**config.mk**
```make
export PLATFORM = sky130hd
export DESIGN_NAME = mc_ctrl
export DESIGN_NICKNAME = d
export VERILOG_FILES = /design/src/rtl/mc_ctrl_pkg.sv /design/src/rtl/mc_ctrl_alu_dec.sv /design/src/rtl/mc_ctrl.sv
export SDC_FILE = /design/constraint.sdc
export NUM_CORES = 1
export LEC_CHECK = 0
export ABC_CLOCK_PERIOD_IN_PS = 7400
export CAP_MARGIN = 20
export CELL_PAD_IN_SITES_DETAIL_PLACEMENT = 0
export CELL_PAD_IN_SITES_GLOBAL_PLACEMENT = 1
export CORE_UTILIZATION = 31
export CTS_CLUSTER_DIAMETER = 60
export DETAILED_ROUTE_END_ITERATION = 6
export PLACE_DENSITY = 0.82
export SETUP_SLACK_MARGIN = 0.5
export SLEW_MARGIN = 10
export SYNTH_ARGS = -nofsm -noshare
export SYNTH_HDL_FRONTEND = slang
export SYNTH_SLANG_ARGS = --single-unit
```
**constraint.sdc**
```tcl
create_clock -name clk -period 7.4 [get_ports clk]
set_input_delay 2.22 -clock clk [delete_from_list [all_inputs] [get_ports clk]]
set_output_delay 2.22 -clock clk [all_outputs]
set_load 0.02 [all_outputs]
```
**src/rtl/mc_ctrl_pkg.sv**
```systemverilog
// Shared definitions for the multi-cycle MIPS controller: state encodings,
// opcode/funct constants, ALU op codes and the decode-stage dispatch helper.
package mc_defs;

    typedef enum logic [3:0] {
        ST_IF  = 4'd0,  ST_ID  = 4'd1,  ST_MA  = 4'd2,  ST_MR  = 4'd3,
        ST_LW  = 4'd4,  ST_MW  = 4'd5,  ST_RX  = 4'd6,  ST_RW  = 4'd7,
        ST_BR  = 4'd8,  ST_J   = 4'd9,  ST_IX  = 4'd10, ST_IW  = 4'd11,
        ST_LUI = 4'd12, ST_JR  = 4'd13, ST_JAL = 4'd14, ST_ERR = 4'd15
    } state_t;

    localparam logic [5:0] OP_R    = 6'b000000;
    localparam logic [5:0] OP_LW   = 6'b100011;
    localparam logic [5:0] OP_SW   = 6'b101011;
    localparam logic [5:0] OP_BEQ  = 6'b000100;
    localparam logic [5:0] OP_BNE  = 6'b000101;
    localparam logic [5:0] OP_J    = 6'b000010;
    localparam logic [5:0] OP_JAL  = 6'b000011;
    localparam logic [5:0] OP_ADDI = 6'b001000;
    localparam logic [5:0] OP_SLTI = 6'b001010;
    localparam logic [5:0] OP_ANDI = 6'b001100;
    localparam logic [5:0] OP_ORI  = 6'b001101;
    localparam logic [5:0] OP_XORI = 6'b001110;
    localparam logic [5:0] OP_LUI  = 6'b001111;

    localparam logic [5:0] FN_ADD = 6'b100000;
    localparam logic [5:0] FN_SUB = 6'b100010;
    localparam logic [5:0] FN_AND = 6'b100100;
    localparam logic [5:0] FN_OR  = 6'b100101;
    localparam logic [5:0] FN_XOR = 6'b100110;
    localparam logic [5:0] FN_NOR = 6'b100111;
    localparam logic [5:0] FN_SLT = 6'b101010;
    localparam logic [5:0] FN_SRL = 6'b000010;
    localparam logic [5:0] FN_JR  = 6'b001000;

    localparam logic [2:0] ALU_AND = 3'b000;
    localparam logic [2:0] ALU_OR  = 3'b001;
    localparam logic [2:0] ALU_ADD = 3'b010;
    localparam logic [2:0] ALU_XOR = 3'b011;
    localparam logic [2:0] ALU_NOR = 3'b100;
    localparam logic [2:0] ALU_SRL = 3'b101;
    localparam logic [2:0] ALU_SUB = 3'b110;
    localparam logic [2:0] ALU_SLT = 3'b111;

    // ST_ERR doubles as the "unknown opcode" marker for the decode stage.
    function automatic state_t decode_target(input logic [5:0] op, input logic [5:0] func);
        case (op)
            OP_LW, OP_SW:                           return ST_MA;
            OP_R:                                   return (func == FN_JR) ? ST_JR : ST_RX;
            OP_BEQ, OP_BNE:                         return ST_BR;
            OP_J:                                   return ST_J;
            OP_JAL:                                 return ST_JAL;
            OP_ADDI, OP_ANDI, OP_ORI, OP_XORI,
            OP_SLTI:                                return ST_IX;
            OP_LUI:                                 return ST_LUI;
            default:                                return ST_ERR;
        endcase
    endfunction

endpackage

```
**src/rtl/mc_ctrl_alu_dec.sv**
```systemverilog
// ALU operation decoder: picks ALU_Control from the current state, opcode
// and funct, and flags an unsupported funct while executing an R-type.
module mc_alu_dec
    import mc_defs::*;
(
    input  logic [3:0] state,
    input  logic [5:0] OP,
    input  logic [5:0] Func,
    output logic [2:0] alu_ctrl,
    output logic       bad_funct
);

    always_comb begin
        alu_ctrl  = ALU_ADD;
        bad_funct = 1'b0;
        case (state)
            ST_RX: begin
                case (Func)
                    FN_ADD:  alu_ctrl = ALU_ADD;
                    FN_SUB:  alu_ctrl = ALU_SUB;
                    FN_AND:  alu_ctrl = ALU_AND;
                    FN_OR:   alu_ctrl = ALU_OR;
                    FN_XOR:  alu_ctrl = ALU_XOR;
                    FN_NOR:  alu_ctrl = ALU_NOR;
                    FN_SLT:  alu_ctrl = ALU_SLT;
                    FN_SRL:  alu_ctrl = ALU_SRL;
                    default: bad_funct = 1'b1;
                endcase
            end
            ST_BR: alu_ctrl = ALU_SUB;
            ST_IX: begin
                case (OP)
                    OP_ANDI: alu_ctrl = ALU_AND;
                    OP_ORI:  alu_ctrl = ALU_OR;
                    OP_XORI: alu_ctrl = ALU_XOR;
                    OP_SLTI: alu_ctrl = ALU_SLT;
                    default: alu_ctrl = ALU_ADD;
                endcase
            end
            default: alu_ctrl = ALU_ADD;
        endcase
    end

endmodule

```
**src/rtl/mc_ctrl.sv**
```systemverilog
// Multi-cycle MIPS control unit: sequences fetch/decode/execute/memory/
// write-back and drives the shared datapath's selects and enables.
//
// state  | meaning
// IF     | fetch, wait for MIO_ready, load IR, PC+4
// ID     | decode, branch target into ALUOut
// MA     | memory address compute
// MR/LW  | load read (waits on bus) / load write-back
// MW     | store write (waits on bus)
// RX/RW  | R-type execute / write-back
// BR     | branch compare and conditional PC load
// J/JR   | jump to target / to rs
// IX/IW  | I-type execute / write-back
// LUI    | upper-immediate write-back
// JAL    | link $31 and jump
// ERR    | parked on illegal opcode, reset only
module mc_ctrl
    import mc_defs::*;
#(
    parameter int ST_W            = 4,
    parameter bit HANG_ON_ILLEGAL = 1'b0
) (
    input  logic            clk,
    input  logic            reset,
    input  logic [5:0]      OP,
    input  logic [5:0]      Func,
    input  logic            Zero,
    input  logic            MIO_ready,
    output logic            PC_en,
    output logic            IorD,
    output logic            MemRead,
    output logic            MemWrite,
    output logic            IRWrite,
    output logic [1:0]      MemtoReg,
    output logic [1:0]      RegDst,
    output logic            RegWrite,
    output logic            ALUSrcA,
    output logic [1:0]      ALUSrcB,
    output logic [1:0]      PCSource,
    output logic [2:0]      ALU_Control,
    output logic            CPU_MIO,
    output logic [ST_W-1:0] state_out,
    output logic            illegal
);

    state_t     state;
    state_t     id_target;
    logic [2:0] alu_ctrl;
    logic       bad_funct;

    assign id_target = decode_target(OP, Func);
    assign state_out = ST_W'(state);

    mc_alu_dec u_alu_dec (
        .state     (state),
        .OP        (OP),
        .Func      (Func),
        .alu_ctrl  (alu_ctrl),
        .bad_funct (bad_funct)
    );

    always_ff @(posedge clk or posedge reset) begin
        if (reset) begin
            state <= ST_IF;
        end else begin
            case (state)
                ST_IF:  if (MIO_ready) state <= ST_ID;
                ST_ID: begin
                    if (id_target != ST_ERR)  state <= id_target;
                    else if (HANG_ON_ILLEGAL) state <= ST_ERR;
                    else                      state <= ST_IF;
                end
                ST_MA:  state <= (OP == OP_SW) ? ST_MW : ST_MR;
                ST_MR:  if (MIO_ready) state <= ST_LW;
                ST_MW:  if (MIO_ready) state <= ST_IF;
                ST_RX:  state <= bad_funct ? ST_IF : ST_RW;
                ST_IX:  state <= ST_IW;
                ST_ERR: state <= ST_ERR;
                default: state <= ST_IF;
            endcase
        end
    end

    // Outputs are decoded from the state register (plus Zero / MIO_ready
    // where the handshake needs them) and forced quiet while reset is high.
    always_comb begin
        PC_en       = 1'b0;
        IorD        = 1'b0;
        MemRead     = 1'b0;
        MemWrite    = 1'b0;
        IRWrite     = 1'b0;
        MemtoReg    = 2'b00;
        RegDst      = 2'b00;
        RegWrite    = 1'b0;
        ALUSrcA     = 1'b0;
        ALUSrcB     = 2'b00;
        PCSource    = 2'b00;
        ALU_Control = 3'b000;
        CPU_MIO     = 1'b0;
        illegal     = 1'b0;
        if (!reset) begin
            ALU_Control = alu_ctrl;
            case (state)
                ST_IF: begin
                    MemRead = 1'b1;
                    CPU_MIO = 1'b1;
                    ALUSrcB = 2'b01;
                    IRWrite = MIO_ready;
                    PC_en   = MIO_ready;
                end
                ST_ID: begin
                    ALUSrcB = 2'b11;
                    illegal = (id_target == ST_ERR);
                end
                ST_MA: begin
                    ALUSrcA = 1'b1;
                    ALUSrcB = 2'b10;
                end
                ST_MR: begin
                    IorD    = 1'b1;
                    MemRead = 1'b1;
                    CPU_MIO = 1'b1;
                end
                ST_LW: begin
                    MemtoReg = 2'b01;
                    RegWrite = 1'b1;
                end
                ST_MW: begin
                    IorD     = 1'b1;
                    MemWrite = 1'b1;
                    CPU_MIO  = 1'b1;
                end
                ST_RX: begin
                    ALUSrcA = 1'b1;
                    illegal = bad_funct;
                end
                ST_RW: begin
                    RegDst   = 2'b01;
                    RegWrite = 1'b1;
                end
                ST_BR: begin
                    ALUSrcA  = 1'b1;
                    PCSource = 2'b01;
                    PC_en    = (OP == OP_BEQ) ? Zero : ~Zero;
                end
                ST_J: begin
                    PCSource = 2'b10;
                    PC_en    = 1'b1;
                end
                ST_IX: begin
                    ALUSrcA = 1'b1;
                    ALUSrcB = 2'b10;
                end
                ST_IW:  RegWrite = 1'b1;
                ST_LUI: begin
                    MemtoReg = 2'b11;
                    RegWrite = 1'b1;
                end
                ST_JR: begin
                    PCSource = 2'b11;
                    PC_en    = 1'b1;
                end
                ST_JAL: begin
                    RegDst   = 2'b10;
                    MemtoReg = 2'b10;
                    RegWrite = 1'b1;
                    PCSource = 2'b10;
                    PC_en    = 1'b1;
                end
                default: ;
            endcase
        end
    end

endmodule

```
==> impl_metrics.py <==
metrics = {
    "cts": {
        "cts.sinks": 4,
        "cts_tree": "yes",
        "cts_hold_buf": 0,
        "ctsResizeCount": 0,
        "insertion_delay_ns": 0.24,
        "postCtsSetupBuffers": 0,
        "clk_pin_slew_ns": 0.03,
        "htreeDepth": 1,
        "root_buffer": "clkbuf_4",
        "clock_path_buffers": 2,
        "cts_buffers": 3,
    },
    "setup_path": {
        "r2r_start": "state_out[0]$_DFFE_PP0P_",
        "worstPathMaxFanout": 10,
        "cp-endpoint": "illegal",
        "endpoint_kind": "primary output",
        "start_kind": "input port",
        "crit_path_top_delay_cell": "clkdlybuf4s50_1",
        "crit_buf_inv": 2,
        "path_class": "in -> out",
        "crit_arrival_ns": 4.50,
        "path_depth": 7,
        "max_stage_delay_ns": 0.65,
        "rrSetupSlack_ns": 5.44,
        "cp.required_ns": 5.18,
        "crit_start": "OP[3]",
        "reg2reg_depth": 5,
        "crit_family": "buffers and inverters",
        "r2r-end": "state_out[0]$_DFFE_PP0P_",
        "path_cells": "clkdlybuf4s50_1, nand2b_1, a211oi_1, nor3_1, o32a_1, nor3_1, clkdlybuf4s50_1",
    },
    "timing": {
        "worst_pin_slew_ns": 0.712,
        "hold_viol": 0,
        "slew_viol_final": 0,
        "timing.setup.tns_ns": 0,
        "period_share_pct": 90.8,
        "clock.fmax_mhz": 149,
        "period_needed_ns": 6.72,
        "rsz0062_at_grt": "false",
        "setup_viol": 0,
        "maxSlewHeadroom_pct": 52.6,
        "skew_ns": 0.00484,
    },
    "pwr": {
        "power.density_nw_per_um2": 221,
        "peakVddDrop_uv": 87.5,
        "p_leak_nw": 0.475,
        "finalPower_uw": 310,
    },
    "floorplanning": {
        "die-area_um2": 3420,
        "start_util_pct": 32.6,
        "io_pins": 40,
        "die_w_um": 58.5,
        "die_h_um": 58.5,
        "coreArea_um2": 3030,
        "core.rowCount": 20,
    },
    "finish": {
        "syn_to_final_growth_pct": 41.6,
        "n_antenna_cell": 0,
        "fin_util_pct": 46.2,
        "fin_nets": 199,
        "fin_cells": 225,
        "layout_commonest_cell": "clkdlybuf4s50_1",
        "layout-drive-gt1-share_pct": 4.42,
        "largest_register_ffs": 4,
        "final_cell_mix": "clkdlybuf4s50_1 (39), nor2_1 (20), nand2_1 (13)",
    },
    "global_route": {
        "grt_usage_pct": 17.6,
        "grt_first_pass_wirelength_um": 4890,
        "grt_antenna_before_repair": 0,
        "grt_pass1_vias": 1087,
        "globalRouteOverflowTotal": 0,
        "grt_max_degree": 21,
    },
    "yosys": {
        "synth_top_area_cell": "dfrtp_1",
        "synth_top_family_by_area": "simple AND/OR/NAND/NOR gates",
        "synth_cell_types": 47,
        "yosysWarnings": 0,
        "synth_edf_count": 0,
        "synth_xor_area_share_pct": 4.43,
        "synth-simple-area-share_pct": 45.4,
        "syn_area_um2": 988,
        "muxShareOfSynthArea_pct": 3.04,
        "ys_ff_latch": 4,
        "synth_fa_ha_area_share_pct": 0,
        "yosys.area.top_type_share_pct": 10.1,
        "syn_nets": 169,
        "ys_seq_area_share_pct": 10.1,
        "synth_compound_area_share_pct": 29.0,
        "netlist_top_cells_area": "dfrtp_1 (10%), nor2_1 (7.6%), nor3_1 (5.6%), nand2_1 (4.9%), a21oi_1 (4.6%)",
        "syn_area_per_cell_um2": 6.46,
        "synthCells": 153,
        "synth_ff_type": "dfrtp_1",
        "async_reset_ff_share_pct": 100,
    },
    "placed_design": {
        "port_buffers": 39,
        "hpwl_um": 2290,
        "gp_congestion": 0.787,
        "placed_cells": 222,
    },
    "min_path": {
        "hold_class": "reg -> reg",
    },
    "drt": {
        "vias": 1227,
        "routedWlPerCell_um": 13.4,
        "drt-vias-per-instance": 5.45,
        "drtAntennaViolNets": 0,
        "dr.first_iter.drc_count": 64,
        "wirelength_um": 3020,
        "drtPass1Iterations": 4,
        "drc": 0,
    },
    "run_status": {
        "status": "finished, final reports clean",
    },
    "flow_run": {
        "maxCapViolCount": 0,
    },
}
## synthesized netlist by cell type, drive strengths merged (3+ instances only)
cell    count
a21oi       9
buf         7
clkbuf      7
dfrtp       4
inv         6
mux2i       3
nand2      13
nand2b      6
nand3       6
nand4       4
nand4b      3
nor2       21
nor2b       6
nor3       11
nor4b       4
o21ai       5
xor2        3
## worst reg2reg max path, stage by stage, from the launching register on
cell and delay, ns:
dfrtp_1 0.79, nor2b_1 0.26, nand2_1 0.10, nor4_1 0.38, nand2_1 0.17, o221ai_2 0.17
## metal layers
| layer | vias up | GRT usage (%) | wire, µm |
|---|---|---|---|
| met5 | - | 0 | 0 |
| met4 | 0 | 3.06 | 12 |
| met3 | 2 | 1.10 | 153 |
| met2 | 42 | 30.0 | 1410 |
| met1 | 562 | 24.8 | 1450 |
| li1 | 621 | - | - |
## layout make-up
cell class / instances / area [µm²]
flip-flops and latches: 4 / 100
clock buffers: 3 / 22.5
well taps: 44 / 55.1
multi-input cells: 129 / 810
repair buffers: 39 / 390
fillers: 321 / 1630
inverters: 6 / 22.5
## kinds of logic after synthesis
kind of cell    Yosys count
buf+inv                  20
mux                       3
compound gates           37
xor+xnor                  5
flops                     4
simple gates             84
## worst min path at each step
| stage | startpoint | cells after the start | slack (ns) | endpoint |
|---|---|---|---|---|
| 2_1_floorplan | state_out[1]$_DFFE_PP0P_ | 3 | 0.88 | state_out[0]$_DFFE_PP0P_ |
| 3_3_place_gp | state_out[2]$_DFFE_PP0P_ | 2 | 0.95 | state_out[2]$_DFFE_PP0P_ |
| 3_5_place_dp | state_out[0]$_DFFE_PP0P_ | 2 | 0.95 | state_out[2]$_DFFE_PP0P_ |
| 4_1_cts | state_out[1]$_DFFE_PP0P_ | 2 | 0.97 | state_out[0]$_DFFE_PP0P_ |
| 5_1_grt | state_out[1]$_DFFE_PP0P_ | 2 | 1.02 | state_out[0]$_DFFE_PP0P_ |
| 6_report | state_out[2]$_DFFE_PP0P_ | 2 | 0.96 | state_out[2]$_DFFE_PP0P_ |
## power breakdown
part / switching, mW / internal (mW)
Sequential: 0.0418 / 0.0283
Combinational: 0.111 / 0.102
Clock: 0.00885 / 0.0181
## stage by stage
stage | hold WS [ns] | cell area [µm²] | setup slack, ns
floorplan | 0.882 | 988 | 1.62
global placement | 0.954 | 1380 | 0.746
detailed placement | 0.953 | 1380 | 0.686
CTS | 0.970 | 1400 | 0.683
global route | 1.02 | 1400 | 0.546
finish | 0.964 | 1400 | 0.678
(Power assumes the default switching activity.)
==> RTL edit (config.mk and constraints unchanged) <==
The parameter `ST_W` goes from 4 to 6.
--- a/src/rtl/mc_ctrl.sv
+++ b/src/rtl/mc_ctrl.sv
@@ -19,3 +19,3 @@
 #(
-    parameter int ST_W            = 4,
+    parameter int ST_W            = 6,
     parameter bit HANG_ON_ILLEGAL = 1'b0
Interface: changed (resized state_out); port bits go from 40 to 42. No check against the original RTL was run, so the function may have changed too.
==> RTL edit against the unedited design <==
- first-iteration DRC count grew 16%
- worst setup slack improved by 99 ps
- routed wire length up 0.99%
- total power increased by 0.31%
- synthesized area up 1.9%
- design area rose by 0.89%
- sequential cell count is the same
- critical endpoint is now PC_en
==> RTL edit: results (changes against the unedited design) <==
[status]
run_status=completed

[hold_path]
hp-class=reg2reg

[power_and_ir_drop]
ir_drop_mv=0.0984  ; +12%
leakage_power_of_the_design_nw=0.508  ; +6.8%

[layout]
layout-drive-gt1-share_pct=4.37  ; -0.048 points
design.final.nets=201  ; +1.0%
layoutNonFillerInstCount=227  ; +0.89%
largestRegisters=state x4
antenna-diode-count=0  ; unchanged
layout_filler_cell_count=332  ; +3.4%

[critical_path]
arrival_ps=4400  ; -100 ps
critical_path.startpoint=OP[2]
critical_path_peak_fanout=8  ; -2
highest_cell_delay_on_the_worst_timing_path_ps=610  ; -40 ps
setup.worst_path.end=PC_en
rrSetupSlack_ps=5470  ; +30 ps
critPathSlowestCell=clkdlybuf4s50_1
beginning_of_the_worst_register_to_register_path=state[0]
worstReg2RegEnd=state[0]
timing.reg2reg.worst_path_depth=5  ; unchanged

[clock_network]
cts_buffers=3  ; unchanged
cts_max_path_buffers=2  ; unchanged
htree_num_levels=1  ; unchanged
clkLatencyLatePin_ps=230
root_buffer=clkbuf_4

[routing]
route.detailed.vias_per_inst=5.48  ; +0.41%
drt-initial-drc-count=74  ; +16%
drtPass1Iterations=4  ; unchanged
route.detailed.wl_per_inst_um=13.4  ; +0.10%

[sta]
relSlewSlack_pct=51.8  ; -0.79 points
worst_clock_skew_ps=6.30  ; +1.46 ps

[grt]
grt_start_max_net_pins=21  ; unchanged
first_global_vias=1129  ; +3.9%
global_route_wire_length_before_repair_um=5110  ; +4.6%
gr-usage-all-layers_pct=18.6  ; +0.98 points

[synth]
ys_types=49  ; +4.3%
synthTopCellsByArea=dfrtp_1, nor2_1, nor3_1, nand2_1, a21oi_1
ys_warn_count=0  ; unchanged
synth_sequential_area_ratio_pct=9.94  ; -0.19 points
synth_area_per_cell_um2=6.46  ; about the same

[placement]
gpl.final_weighted_congestion=0.783  ; -0.51%
placement.io_buffers=39  ; unchanged
dp_hpwl_um=2390  ; +4.3%
placed_cells=224  ; +0.90%

RTL edit: metal layers:
metal | share of wire, % | vias to the layer above | track usage [%]
li1 | - | 628 | -
met1 | 44 | 563 | 25.6
met2 | 49 | 50 | 31.5
met3 | 6.7 | 2 | 1.31
met4 | 0.23 | 0 | 4.76
met5 | 0 | - | 0
RTL edit: where the power goes:
group | leakage, nW | total (mW) | switching (mW) | internal [mW]
Combinational | 0.441 | 0.215 | 0.113 | 0.102
Sequential | 0.0529 | 0.0697 | 0.0413 | 0.0283
Clock | 0.0138 | 0.0262 | 0.00814 | 0.0181
RTL edit: through the flow:
| step | worst slack, ps | power, mW | cell area, um2 |
|---|---|---|---|
| floorplan | 1620 | 0.205 | 1010 |
| global placement | 755 | 0.284 | 1390 |
| detailed placement | 693 | 0.286 | 1390 |
| CTS | 687 | 0.313 | 1410 |
| global route | 597 | 0.341 | 1410 |
| finish | 777 | 0.311 | 1410 |
RTL edit: worst min-delay path by stage:
stage                     slack [ps]  cells after the start  endpoint     start
after floorplan                  880                      3  state[0]  state[1]
after global placement           950                      2  state[2]  state[2]
after detailed placement         970                      2  state[2]  state[0]
after CTS                        980                      2  state[2]  state[0]
after global routing            1040                      2  state[0]  state[1]
final                            970                      2  state[0]  state[1]
RTL edit: cell type report:
type / count / area, um2 / area share, %
repair buffers: 39 / 395 / 28.0
well taps: 44 / 55.1 / 3.90
multi-input cells: 131 / 817 / 57.8
inverters: 6 / 22.5 / 1.59
clock buffers: 3 / 22.5 / 1.59
flip-flops and latches: 4 / 100 / 7.09
RTL edit: logic make-up after synthesis:
| kind of cell | Yosys count | synth area share, % |
|---|---|---|
| buffers and inverters | 22 | 9.32 |
| DFF | 4 | 9.94 |
| and+or+nand+nor | 84 | 44.6 |
| AOI/OAI and AO/OA | 37 | 28.4 |
| muxes | 3 | 2.98 |
| other | 1 | 0.372 |
| xor gates and xnor gates | 5 | 4.35 |
RTL edit: what timing repair did:
| action | in CTS | in global routing |
|---|---|---|
| hold buffers | 0 | 0 |
| setup buffers | 0 | 0 |
| endpoints found under the hold margin | 0 | 0 |
| resized for setup | 0 | 2 |
| endpoints found under the setup margin | 0 | 1 |
RTL edit: worst max-delay path: cells and delay by family:
kind                      cells  cell delay [ps]
xor gates and xnor gates      1              180
and+or+nand+nor               3              560
buffers and inverters         2             1170
AOI/OAI and AO/OA             1              270
